### config.mk
export PLATFORM = sky130hd
export DESIGN_NAME = key_pulse_generator
export DESIGN_NICKNAME = d
export VERILOG_FILES = /design/src/rtl/key_pulse_generator.sv
export SDC_FILE = /design/constraint.sdc
export NUM_CORES = 1
export LEC_CHECK = 0
export CORE_MARGIN = 5
export CORE_UTILIZATION = 40
export DETAILED_ROUTE_END_ITERATION = 10
export PLACE_DENSITY = 0.53
export SLEW_MARGIN = 20
export SYNTH_ARGS = -nofsm -noshare
export SYNTH_HDL_FRONTEND = slang
export SYNTH_SLANG_ARGS = --single-unit
### constraint.sdc
create_clock -name clk -period 3.55 [get_ports clk]
set_clock_uncertainty 0.1 [all_clocks]
set_input_delay 0.71 -clock clk [delete_from_list [all_inputs] [get_ports clk]]
set_output_delay 0.71 -clock clk [all_outputs]
set_load 0.01 [all_outputs]
### src/rtl/key_pulse_generator.sv
// ============================================================================
// key_pulse_generator
//
// Turns the four raw active-low direction pushbuttons into the one-hot step
// command word used by pixel_offset_controller. The raw buttons are first
// synchronised and debounced. Each press then becomes a single-cycle pulse,
// and a button that stays held auto-repeats: the first repeat comes after
// REPEAT_DELAY cycles and later repeats every REPEAT_PERIOD cycles. The
// offset controller therefore moves one pixel per pulse, not one per clock.
//
// Parameters:
//   DEBOUNCE_CYCLES  consecutive differing cycles before a stable value flips
//   REPEAT_DELAY     cycles from the first pulse of a hold to the first repeat
//   REPEAT_PERIOD    cycles between later repeat pulses
//
// Ports:
//   clk      in   1  pixel clock, all state on the rising edge
//   rst      in   1  asynchronous active-low reset
//   btn_n    in   4  raw buttons, active-low, async to clk
//                    (bit 3 up, 2 down, 1 left, 0 right)
//   key      out  4  registered one-hot step pulse, 0000 when no step
//   pressed  out  4  debounced level, active-high (1 = held)
// ============================================================================
module key_pulse_generator #(
    parameter int DEBOUNCE_CYCLES = 250000,
    parameter int REPEAT_DELAY    = 12500000,
    parameter int REPEAT_PERIOD   = 250000
) (
    input  logic       clk,
    input  logic       rst,
    input  logic [3:0] btn_n,
    output logic [3:0] key,
    output logic [3:0] pressed
);

    // ------------------------------------------------------------------------
    // Widths and terminal counts
    // ------------------------------------------------------------------------
    localparam int DB_W      = $clog2(DEBOUNCE_CYCLES);
    localparam int TIMER_MAX = (REPEAT_DELAY > REPEAT_PERIOD) ? REPEAT_DELAY
                                                               : REPEAT_PERIOD;
    localparam int TIMER_W   = $clog2(TIMER_MAX);

    localparam logic [DB_W-1:0]    DB_LAST     = DB_W'(DEBOUNCE_CYCLES - 1);
    localparam logic [TIMER_W-1:0] DELAY_LAST  = TIMER_W'(REPEAT_DELAY - 1);
    localparam logic [TIMER_W-1:0] PERIOD_LAST = TIMER_W'(REPEAT_PERIOD - 1);

    localparam logic [1:0] S_IDLE   = 2'd0;
    localparam logic [1:0] S_DELAY  = 2'd1;
    localparam logic [1:0] S_REPEAT = 2'd2;

    // ------------------------------------------------------------------------
    // Two-flop synchroniser. Resets to released (1) so that a button held
    // through reset is seen as a new press once reset lifts.
    // ------------------------------------------------------------------------
    logic [3:0] sync1;
    logic [3:0] sync2;

    // NOTE: clocked state is assigned with <= so that every flop samples the
    // values from before the edge; with = the second stage would copy the
    // first stage within the same edge and the synchroniser would collapse.
    always_ff @(posedge clk or negedge rst) begin
        if (!rst) begin
            sync1 <= 4'b1111;
            sync2 <= 4'b1111;
        end else begin
            sync1 <= btn_n;
            sync2 <= sync1;
        end
    end

    // ------------------------------------------------------------------------
    // Debouncer: one run-length counter per bit. The counter only advances
    // while the synchronised input disagrees with the stable value. Any
    // agreeing cycle restarts the run, so only an uninterrupted run of
    // DEBOUNCE_CYCLES disagreeing cycles flips the stable value.
    // ------------------------------------------------------------------------
    logic [3:0] stable;

    for (genvar i = 0; i < 4; i++) begin : g_debounce
        logic [DB_W-1:0] cnt;
        logic            level;

        always_ff @(posedge clk or negedge rst) begin
            if (!rst) begin
                cnt   <= '0;
                level <= 1'b1;
            end else if (sync2[i] == level) begin
                cnt <= '0;
            end else if (cnt == DB_LAST) begin
                level <= sync2[i];
                cnt   <= '0;
            end else begin
                cnt <= cnt + 1'b1;
            end
        end

        assign stable[i] = level;
    end

    // The stable values are flops, so the inverted level counts as registered.
    assign pressed = ~stable;

    // ------------------------------------------------------------------------
    // Direction: valid only when exactly one button is held. No press and a
    // multi-press both read as "none".
    // ------------------------------------------------------------------------
    logic [3:0] dir;

    // NOTE: dir gets a default before the case so that every path through
    // this block assigns it; otherwise synthesis would infer a latch.
    always_comb begin
        dir = 4'b0000;
        case (pressed)
            4'b1000, 4'b0100, 4'b0010, 4'b0001: dir = pressed;
            default:                            dir = 4'b0000;
        endcase
    end

    // ------------------------------------------------------------------------
    // Pulse / auto-repeat FSM with one shared timer. A change of dir is
    // checked before timer expiry, so a new direction on the same edge as a
    // repeat wins and restarts the hold.
    // ------------------------------------------------------------------------
    logic [1:0]         state;
    logic [3:0]         held;
    logic [TIMER_W-1:0] timer;
    logic [TIMER_W-1:0] timer_last;

    assign timer_last = (state == S_DELAY) ? DELAY_LAST : PERIOD_LAST;

    always_ff @(posedge clk or negedge rst) begin
        if (!rst) begin
            state <= S_IDLE;
            held  <= 4'b0000;
            timer <= '0;
            key   <= 4'b0000;
        end else begin
            key <= 4'b0000;
            case (state)
                S_IDLE: begin
                    if (dir != 4'b0000) begin
                        key   <= dir;
                        held  <= dir;
                        timer <= '0;
                        state <= S_DELAY;
                    end
                end
                S_DELAY, S_REPEAT: begin
                    if (dir == 4'b0000) begin
                        state <= S_IDLE;
                    end else if (dir != held) begin
                        key   <= dir;
                        held  <= dir;
                        timer <= '0;
                        state <= S_DELAY;
                    end else if (timer == timer_last) begin
                        key   <= held;
                        timer <= '0;
                        state <= S_REPEAT;
                    end else begin
                        timer <= timer + 1'b1;
                    end
                end
                default: state <= S_IDLE;
            endcase
        end
    end

endmodule
# Word level (Yosys, flattened, before mapping)
# Cells that the tools add are included.
[classes] shift=0 n_mul=0 reduce_logical=13 bitwise_logic=5 eq_ne=20 div=0 n_mux=29 magnitude_cmp=0 add_sub_neg=5
[op_table] operator="$mux 18" n=8
[op_table] operator="$mux 24" n=5
[op_table] operator="$add 18x1->18 const B" n=4
[op_table] operator="$eq 18x18->1 const B" n=4
[op_table] operator="$pmux 24 s2" n=1
[op_table] operator="$mux 4" n=8
[op_table] operator="$add 24x1->24 const B" n=1
[op_table] operator="$eq 24x24->1" n=1
[op_table] operator="$pmux 4 s2" n=2
[op_table] operator="$reduce_and 2->1" n=5
[op_table] operator="$mux 2" n=4
[op_table] operator="$ne 2x2->1 const B" n=3
[op_table] operator="$eq 1x1->1" n=4
[op_table] operator="$eq 4x1->1 const B" n=1
[op_table] operator="$eq 4x2->1 const B" n=1
[op_table] operator="$eq 4x3->1 const B" n=1
[op_table] operator="$eq 4x4->1 const B" n=1
[op_table] operator="$logic_not 4->1" n=1
[op_table] operator="$ne 4x4->1" n=1
[op_table] operator="$ne 4x4->1 const B" n=1
[op_table] operator="$not 1->1" n=4
[op_table] operator="$not 4->4" n=1
[op_table] operator="$pmux 2 s2" n=1
[op_table] operator="$reduce_and 4->1" n=1
[op_table] operator="8 further kinds" n=8
[word_totals] mem_bits_rw=0 wordCells=86 latch_bits=0 ff_bits=118 mem_bits_ro=0 n_memories=0 output_inout_bits=8

# Depth between registers and ports, before layout
# Gate-level depths: netlist of run 1.
[logic_depth] depth_word=8 depth_mapped=8 ltp_nobuf=7

# Worst setup path after synthesis of run 1
# Ideal clock, no wire load.
[synth_timing] path_kind="register to register" startpoint="register g_debounce[0].level" endpoint="register held[0]" path_buffers=2 path_stages_with_launch=8 arrival_ns=1.976 setup_time_ns=0.128 synth_period_minus_slack_ns=2.203 t_required_ns=3.322 slack_ns=1.347 cell_sequence="dfstp_2 -> clkbuf_1 -> nand4b_1 -> a2bb2oi_1 -> a221oi_2 -> buf_4 -> nor2_1 -> mux2_1"
[synth_between] elab_chain_len=7
[synth_rtl] item="start: declaration" line_no="82" text="logic level;"
[synth_rtl] item="start signal: assignment" line_no="91" text="level <= sync2[i];"
[synth_rtl] item="$not 4->4 *" line_no="102" text="assign pressed = ~stable;"
[synth_rtl] item="$eq 4x4->1 (tied with other cells)" line_no="114" text="case (pressed)"
[synth_rtl] item="$reduce_or 4->1" line_no="114"
[synth_rtl] item="$mux 4 *" line_no="114"
[synth_rtl] item="$ne 4x4->1 (tied with other cells)" line_no="152" text="end else if (dir != held) begin"
[synth_rtl] item="$ne 2x2->1 (no line) / $mux 4 (equally long branches)"
[synth_rtl] item="$reduce_and 4->1 (no line) / $pmux 4 s2 (equally long branches)"
[synth_rtl] item="end signal: assignment" line_no="144" text="held <= dir;"
[synth_rtl] item="end signal: assignment" line_no="154" text="held <= dir;"
[synth_rtl] item="end: declaration" line_no="126" text="logic [3:0] held;"
# Every way passes the cells marked *; elsewhere a longest branch is shown, timed or not. The select of a mux whose other input is x is not followed.
# A chain may end at the register's enable or synchronous reset.

# Worst setup path in the final report of run 1
[layout_timing] startpoint="register timer[0]" endpoint="register timer[5]"
[layout_between] elab_chain_len=5
[layout_rtl] item="start: declaration" line_no="127" text="logic [TIMER_W-1:0] timer;"
[layout_rtl] item="start signal: assignment" line_no="162" text="timer <= timer + 1'b1;"
[layout_rtl] item="$add 24x1->24 / $eq 24x24->1 (equally long branches)" line_no="162, 157"
[layout_rtl] item="$mux 24 *" line_no="157" text="end else if (timer == timer_last) begin"
[layout_rtl] item="$mux 24 *" line_no="152"
[layout_rtl] item="$mux 24 *" line_no="150" text="if (dir == 4'b0000) begin"
[layout_rtl] item="$pmux 24 s2 *" line_no="140" text="case (state)"
# Marked as above.

==> impl_metrics.json, run 1 <==
{
  "run_status": "completed",
  "port_buffers": 13,
  "overflow": 0,
  "antenna_found_initial": 0,
  "grtUsageTotal": 0.154,
  "crit_path_end_kind": "register",
  "setup_violations": 0,
  "relSlewSlack": 0.400,
  "initial_core_util": 0.406,
  "synth_commonest_cells": "dfrtp_1 (106), nor2_1 (98), nand2_1 (52)",
  "dp_slack_ps": 723,
  "yosys_register_bits": 118,
  "drtAntennaViolNets": 0,
  "power_frac_comb": 0.021,
  "critical_path_required_ps": 3750,
  "max_freq_ghz": 0.349,
  "coreArea_sq_mm": 0.0151,
  "die_width_microns": 134,
  "total_power_mw": 3.21,
  "cts-root-buf": "clkbuf_16",
  "syn_nets": 653,
  "synthCells": 639,
  "ctsResizeCount": 0,
  "setup_ws_ps": 684,
  "worstSetupPathType": "reg -> reg",
  "swShare": 0.216,
  "nets": 661,
  "rrSetupSlack_ps": 680,
  "worstReg2RegStart": "timer[0]$_DFFE_PN0P_",
  "diodes": 0,
  "cts_tree": "yes",
  "num_vias": 4626,
  "slew_viol_final": 0,
  "synth_area_per_cell_sq_um": 9.59,
  "clkTransAtPathRegs_ps": 60,
  "grt_pass1_vias": 4576,
  "postCtsSetupBuffers": 0,
  "post_drt_wl_per_cell_microns": 15.4,
  "synth_top_area_share": 0.433,
  "finalWirelength_microns": 13100,
  "p_sw_uw": 692,
  "yosysTopAreaCell": "dfrtp_1",
  "die_h_microns": 134,
  "critPathLaunchType": "register",
  "dr.first_iter.drc_count": 223,
  "worstSkewPairLatency_ps": 410,
  "vias_per_cell": 5.46,
  "fill_cells": 1432,
  "drive_gt1_frac": 0.0985,
  "num_rows": 45,
  "clkSinkCount": 118,
  "postSynth.asyncResetShare": 1.00,
  "fin_crit_ps": 2870,
  "gp_congestion": 0.793,
  "ys.flop_type": "dfrtp_1",
  "drc": 0,
  "ios": 14,
  "p_int_mw": 2.52,
  "pwr-share-seq": 0.430,
  "rsz0062_at_grt": "false",
  "dieArea_sq_mm": 0.0179,
  "reg2reg_to": "timer[5]$_DFFE_PN0P_",
  "yosys_warnings": 0,
  "arrival_ps": 3060,
  "p_clk_frac": 0.549,
  "critPathMaxFanout": 15,
  "synth_cell_types": 65,
  "grt_max_degree": 53,
  "tightest_slew_ps": 895,
  "maxCapViolCount": 0,
  "fin_crit_sh": 0.807,
  "layout.area.seq_sq_mm": 0.00297,
  "setup_tns_ps": 0,
  "cts_buffer_depth": 2,
  "synth-edff-count": 0,
  "yosysMostFrequentCell": "dfrtp_1",
  "area_delta_synth_final_pct": 14.7,
  "numCtsBuffers": 17,
  "h-tree-depth": 4,
  "leakage_nw": 2.77,
  "vdd_drop_max_uv": 330,
  "synth_area_sq_mm": 0.00613,
  "ys_top_cells_by_area": "dfrtp_1 (43%), xnor2_1 (6.3%), nor2_1 (6.0%)",
  "dr.pass1.iters": 4,
  "seq_area_frac_synth": 0.484,
  "rr_worst_depth": 6,
  "multi_input_area_sq_mm": 0.00292,
  "place_hpwl_microns": 8700,
  "grt_first_pass_wirelength_microns": 22500,
  "finalHoldViolCount": 0,
  "ctsHoldBuffers": 0,
  "power_density_mw_per_mm2": 456,
  "hp-class": "in -> async"
}
[worst max path at each step]
stage                                         start                   end
floorplan           g_debounce[0].level$_DFFE_PN1P_   held[0]$_DFFE_PN0P_
global placement               state[1]$_DFFE_PN0P_  timer[6]$_DFFE_PN0P_
detailed placement             state[1]$_DFFE_PN0P_  timer[6]$_DFFE_PN0P_
CTS                            state[1]$_DFFE_PN0P_  timer[6]$_DFFE_PN0P_
global route                   timer[0]$_DFFE_PN0P_  timer[5]$_DFFE_PN0P_
finish                         timer[0]$_DFFE_PN0P_  timer[5]$_DFFE_PN0P_
[power by group through the flow]
| stage | logic [mW] | registers, mW | clock network, mW |
|---|---|---|---|
| floorplan | 0.0300 | 1.40 | 0 |
| global placement | 0.0700 | 1.40 | 0 |
| detailed placement | 0.0716 | 1.40 | 0 |
| CTS | 0.0721 | 1.38 | 1.82 |
| global route | 0.0817 | 1.38 | 1.87 |
| finish | 0.0679 | 1.38 | 1.76 |
[critical path: stages (launching register included)]
cell and delay, ps:
dfrtp_1 420, ha_1 250, and3_1 230, nand3_1 150, a21o_1 470, nand3_1 650, o311ai_1 470
[per-layer routing]
layer,vias up,track usage,share of wire
met5,-,0,0
met4,0,0.0411,0.0068
met3,6,0.0484,0.033
met2,64,0.241,0.47
met1,2288,0.207,0.48
li1,2268,-,-
[metrics by stage]
stage / hold WS (ps) / area [sq um] / util / std cells
after floorplan: 245 / 6130 / - / 639
after global placement: 248 / 6410 / 0.425 / 816
after detailed placement: 247 / 6410 / 0.425 / 816
after CTS: 238 / 7030 / 0.466 / 848
after global routing: 263 / 7030 / 0.466 / 848
final: 226 / 7030 / 0.466 / 848
[state kept, by name (all words and copies together) (netlist names)]
register,count
g_debounce.level,4
key,4
timer,24
state,2
sync2,4
held,4
sync1,4
g_debounce.cnt,72
[layout make-up]
class                      count  share of cell area
clock buffer                  19              0.0630
clock inverter                13              0.0246
inverter                      29              0.0155
multi-input combinational    462               0.415
sequential                   118               0.422
tap                          188              0.0335
timing repair buffer          19              0.0263
[cell usage in the layout (no fill, tap or decap), types with 4 or more instances in the layout]
master           synthesis  routed
a41oi_1                  4       4
o21ai_1                  5       6
clkbuf_16                0      17
nand2_1                 52      52
inv_1                   29      29
and4_1                   6       6
nor4b_1                  7       7
nor2_1                  98      98
nor4_1                  18      18
dfstp_2                 12      12
o211ai_1                 6       6
a32oi_1                  4       4
clkinvlp_4               0       4
and3_1                   7       7
ha_1                     8       8
nand4_1                 32      32
nor4bb_1                 4       4
clkdlybuf4s50_1          0      12
a31oi_1                  6       6
dfrtp_1                106     106
xor2_1                  29      29
buf_4                    3       6
xnor2_1                 44      44
nor3_1                  15      15
or4_1                    5       5
o221ai_1                 4       4
nand2b_1                 6       6
o21ai_0                 13      12
nand3_1                 34      34
[logic make-up after synthesis]
kind of cell	share of synthesized area
flops	0.484
xor+xnor	0.104
buf+inv	0.0398
simple gates	0.264
fa+ha+maj	0.0163
compound gates	0.0813
mux	0.0104
Power figures use the tool's default switching activity.
==> inputs of run 2 (changes only) <==
==> constraint.sdc (replaced) <==
create_clock -name clk -period 2.95 [get_ports clk]
set_clock_uncertainty 0.1 [all_clocks]
set_input_delay 0.59 -clock clk [delete_from_list [all_inputs] [get_ports clk]]
set_output_delay 0.59 -clock clk [all_outputs]
set_load 0.01 [all_outputs]
==> impl_metrics.json, run 2 (synthesized netlist as in run 1, its figures left out) <==
{
  "h-tree-depth": 4,
  "hold_path_depth": 0,
  "vdd_drop_max_uv": 401,
  "vias_per_cell": 5.40,
  "hp-class": "reg -> reg",
  "dieArea_sq_mm": 0.0179,
  "initial_core_util": 0.406,
  "hold_end": "sync2[0]$_DFF_PN1_",
  "power_density_mw_per_mm2": 549,
  "top_regs": "g_debounce.cnt x72, timer x24",
  "rsz0062_at_grt": "false",
  "maxCapViolCount": 0,
  "grt_first_pass_wirelength_microns": 22600,
  "num_vias": 4610,
  "fin_util": 0.469,
  "nets": 667,
  "layout.area.seq_sq_mm": 0.00297,
  "top_register": "g_debounce.cnt",
  "crit_path_end_kind": "register",
  "run_status": "completed",
  "drtAntennaViolNets": 0,
  "grtUsageTotal": 0.155,
  "gp_congestion": 0.813,
  "relSlewSlack": 0.530,
  "finalHoldViolCount": 0,
  "drive_gt1_frac": 0.105,
  "multi_input_area_sq_mm": 0.00292,
  "layout_commonest_cell": "dfrtp_1",
  "worstSkewPairLatency_ps": 410,
  "ios": 14,
  "finalWirelength_microns": 13100,
  "rrSetupSlack_ps": 400,
  "cts-root-buf": "clkbuf_16",
  "slew_viol_final": 0,
  "grt_max_degree": 72,
  "hold_start": "sync1[0]$_DFF_PN1_",
  "die_width_microns": 134,
  "largest_reg_flops": 72,
  "layout_common_cells": "dfrtp_1 (106), nor2_1 (98), nand2_1 (52)",
  "numCtsBuffers": 17,
  "antenna_found_initial": 0,
  "die_h_microns": 134,
  "coreArea_sq_mm": 0.0151,
  "clkSinkCount": 118,
  "dp_cells": 821,
  "postCtsSetupBuffers": 0,
  "grt_pass1_vias": 4462,
  "critical_path_required_ps": 3120,
  "reg2reg_to": "timer[18]$_DFFE_PN0P_",
  "critPathMaxFanout": 15,
  "tightest_slew_ps": 705,
  "final_cells": 854,
  "overflow": 0,
  "clkTransAtPathRegs_ps": 50,
  "max_freq_ghz": 0.392,
  "fin_crit_ps": 2550,
  "fill_cells": 1444,
  "cts_buffer_depth": 2,
  "num_rows": 45,
  "dr.first_iter.drc_count": 306,
  "fin_crit_sh": 0.864,
  "cts_tree": "yes",
  "worstSetupPathType": "reg -> reg",
  "rr_worst_depth": 8,
  "setup_tns_ps": 0,
  "setup_violations": 0,
  "port_buffers": 13,
  "arrival_ps": 2720,
  "diodes": 0,
  "drc": 0,
  "leakage_nw": 2.80,
  "place_hpwl_microns": 8750,
  "post_drt_wl_per_cell_microns": 15.3,
  "area_delta_synth_final_pct": 15.5,
  "dr.pass1.iters": 5,
  "critPathLaunchType": "register",
  "worstReg2RegStart": "state[1]$_DFFE_PN0P_",
  "ctsResizeCount": 0
}
[run 2: changes by cell type in the layout (fill, tap and decap cells not counted), sizes merged]
cell	previous run	this run
clkinv	3	4
clkinvlp	4	3
clkbuf	19	21
inv	32	30
buf	7	12
dlygate4sd3	0	1
[run 2: repair_timing]
action,CTS,global route
endpoints found under the setup margin,0,0
hold endpoints to repair,5,0
hold buffers,1,0
[run 2: stage by stage]
step	hold WS (ps)	total power, mW	worst slack, ps	cell area, sq um
finish	255	3.89	400	7080
global route	259	4.04	246	7080
CTS	255	3.94	420	7080
detailed placement	247	1.77	431	6450
global placement	247	1.77	492	6450
floorplan	194	1.72	747	6130
[run 2: how the worst max path moves through the flow]
stage,start,endpoint,slack (ps),cells past startpoint
2_1_floorplan,g_debounce[0].level$_DFFE_PN1P_,held[0]$_DFFE_PN0P_,750,7
3_3_place_gp,g_debounce[3].level$_DFFE_PN1P_,key[0]$_DFF_PN0_,490,6
3_5_place_dp,g_debounce[3].level$_DFFE_PN1P_,key[0]$_DFF_PN0_,430,6
4_1_cts,g_debounce[3].level$_DFFE_PN1P_,key[0]$_DFF_PN0_,420,6
5_1_grt,g_debounce[1].level$_DFFE_PN1P_,timer[5]$_DFFE_PN0P_,250,6
6_report,state[1]$_DFFE_PN0P_,timer[18]$_DFFE_PN0P_,400,8
[run 2: critical path, stage by stage, from the launching register on]
cell and delay [ps]:
dfrtp_1 380, inv_1 120, ha_1 190, nand2_1 50, or4_1 570, a21o_1 420, nand3_1 170, buf_4 240
o221ai_1 160
[run 2: routing by layer]
layer / track usage / wire length [microns] / up-vias
li1: - / - / 2284
met1: 0.216 / 6510 / 2259
met2: 0.237 / 6010 / 57
met3: 0.0413 / 406 / 10
met4: 0.0480 / 138 / 0
met5: 0 / 0 / -
[run 2: power breakdown]
part	internal, mW	total [mW]	switching [mW]
Sequential	1.64	1.66	0.0145
Clock	1.40	2.14	0.745
Combinational	0.0259	0.0854	0.0595
[run 2: cell type report]
class,count,share of cell area
inverter,29,0.0154
clock inverter,11,0.0210
tap,188,0.0332
clock buffer,21,0.0664
timing repair buffer,25,0.0329
sequential,118,0.419
multi-input combinational,462,0.412
==> inputs of run 3 (changes only) <==
--- a/config.mk
+++ b/config.mk
@@ -8,7 +8,7 @@
 export CORE_MARGIN = 5
 export CORE_UTILIZATION = 40
 export DETAILED_ROUTE_END_ITERATION = 10
-export PLACE_DENSITY = 0.53
+export PLACE_DENSITY = 0.62
 export SLEW_MARGIN = 20
 export SYNTH_ARGS = -nofsm -noshare
 export SYNTH_HDL_FRONTEND = slang
==> impl_metrics.json, run 3 (synthesized netlist as in run 1, its figures left out) <==
{
  "power_density_mw_per_mm2": 546,
  "ios": 14,
  "critPathLaunchType": "register",
  "setup_ws_ps": 382,
  "crit_path_end_kind": "register",
  "grt_pass1_vias": 4490,
  "final_area_sq_mm": 0.00705,
  "finalHoldViolCount": 0,
  "multi_input_area_sq_mm": 0.00292,
  "nets": 663,
  "critPathMaxFanout": 15,
  "vdd_drop_max_uv": 397,
  "placed_area_sq_mm": 0.00644,
  "diodes": 0,
  "arrival_ps": 2780,
  "layout_commonest_cell": "dfrtp_1",
  "drc": 0,
  "top_regs": "g_debounce.cnt x72, timer x24",
  "fill_cells": 1422,
  "met2_usage": 0.239,
  "postCtsSetupBuffers": 0,
  "critical_path_required_ps": 3170,
  "drive_gt1_frac": 0.0997,
  "finalWirelength_microns": 13000,
  "num_rows": 45,
  "layout_common_cells": "dfrtp_1 (106), nor2_1 (98), nand2_1 (52)",
  "dp_slack_ps": 167,
  "fin_crit_sh": 0.870,
  "worstSetupPathType": "reg -> reg",
  "clkTransAtPathRegs_ps": 50,
  "use_met3": 0.0458,
  "tightest_slew_ps": 712,
  "dieArea_sq_mm": 0.0179,
  "num_vias": 4669,
  "grtUsageTotal": 0.153,
  "largest_reg_flops": 72,
  "max_freq_ghz": 0.389,
  "vias_per_cell": 5.49,
  "maxCapViolCount": 0,
  "leakage_nw": 2.79,
  "grt_first_pass_wirelength_microns": 22200,
  "cts-root-buf": "clkbuf_16",
  "drtAntennaViolNets": 0,
  "cts_tree": "yes",
  "initial_core_util": 0.406,
  "fin_crit_ps": 2570,
  "layout.area.seq_sq_mm": 0.00297,
  "top_register": "g_debounce.cnt",
  "total_power_mw": 3.85,
  "use_met1": 0.201,
  "dr.pass1.iters": 4,
  "post_drt_wl_per_cell_microns": 15.3,
  "grt.busiest_layer": "met2",
  "port_buffers": 13,
  "clkSinkCount": 118,
  "coreArea_sq_mm": 0.0151,
  "area_delta_synth_final_pct": 15.0,
  "dr.first_iter.drc_count": 283,
  "cts_buffer_depth": 2,
  "slew_viol_final": 0,
  "run_status": "completed",
  "antenna_found_initial": 0,
  "grt_max_degree": 48,
  "rsz0062_at_grt": "false",
  "hp-class": "in -> async",
  "relSlewSlack": 0.521,
  "place_hpwl_microns": 8590,
  "final_cells": 850,
  "setup_violations": 0,
  "worstSkewPairLatency_ps": 430,
  "ctsHoldBuffers": 0,
  "gp_congestion": 0.805,
  "die_h_microns": 134,
  "dp_cells": 818,
  "die_width_microns": 134,
  "numCtsBuffers": 17,
  "h-tree-depth": 4,
  "setup_tns_ps": 0,
  "overflow": 0
}
## run 3: cell count changes in the layout (fill, tap and decap cells not counted), sizes merged
cell	change
dlygate4sd3	-1
clkbuf	+2
inv	-1
buf	-3
clkinvlp	-1
## run 3: metal layers
layer / vias up / part of all wire
li1: 2283 / -
met5: - / 0
met4: 0 / 0.020
met3: 26 / 0.045
met1: 2256 / 0.47
met2: 104 / 0.46
## run 3: path summary, 6_finish.rpt
path | endpoint | slack [ps] | cells after the start | startpoint
worst max-delay path | timer[5]$_DFFE_PN0P_ | 380 | 6 | timer[0]$_DFFE_PN0P_
worst min-delay path | g_debounce[2].cnt[0]$_DFF_PN0_ | 80 | 1 | rst
worst max register to register | timer[5]$_DFFE_PN0P_ | 380 | 6 | timer[0]$_DFFE_PN0P_
worst min register to register | sync2[3]$_DFF_PN1_ | 260 | 0 | sync1[3]$_DFF_PN1_
max in group asynchronous | sync1[0]$_DFF_PN1_ | 1980 | 2 | rst
min in group clk | sync2[3]$_DFF_PN1_ | 260 | 0 | sync1[3]$_DFF_PN1_
## run 3: layout make-up
class | count | area share
clock inverters | 9 | 0.0177
multi-input cells | 462 | 0.414
clock buffers | 23 | 0.0678
inverters | 29 | 0.0154
repair buffers | 21 | 0.0302
well taps | 188 | 0.0334
flip-flops and latches | 118 | 0.421
## run 3: stage by stage
step | hold slack [ps] | util
floorplan | 194 | -
global placement | 246 | 0.427
detailed placement | 248 | 0.427
CTS | 112 | 0.467
global route | 128 | 0.467
finish | 82.8 | 0.467
## run 3: repair_timing
action | 4_1_cts | 5_1_grt
resized for setup | 0 | 1
hold endpoints to repair | 0 | 0
setup endpoints to repair | 0 | 1
## run 3: report_power, final
group / total [mW] / internal [mW] / leakage [nW] / switching [mW]
registers: 1.66 / 1.64 / 1.60 / 0.0145
logic: 0.0848 / 0.0251 / 0.897 / 0.0597
clock network: 2.11 / 1.39 / 0.293 / 0.720
## run 3: critical path: stages, from the launching register on
cell	delay [ps]
dfrtp_1	420
ha_1	260
and3_1	240
nand3_1	160
a21o_1	460
nand3_2	410
o311ai_1	410
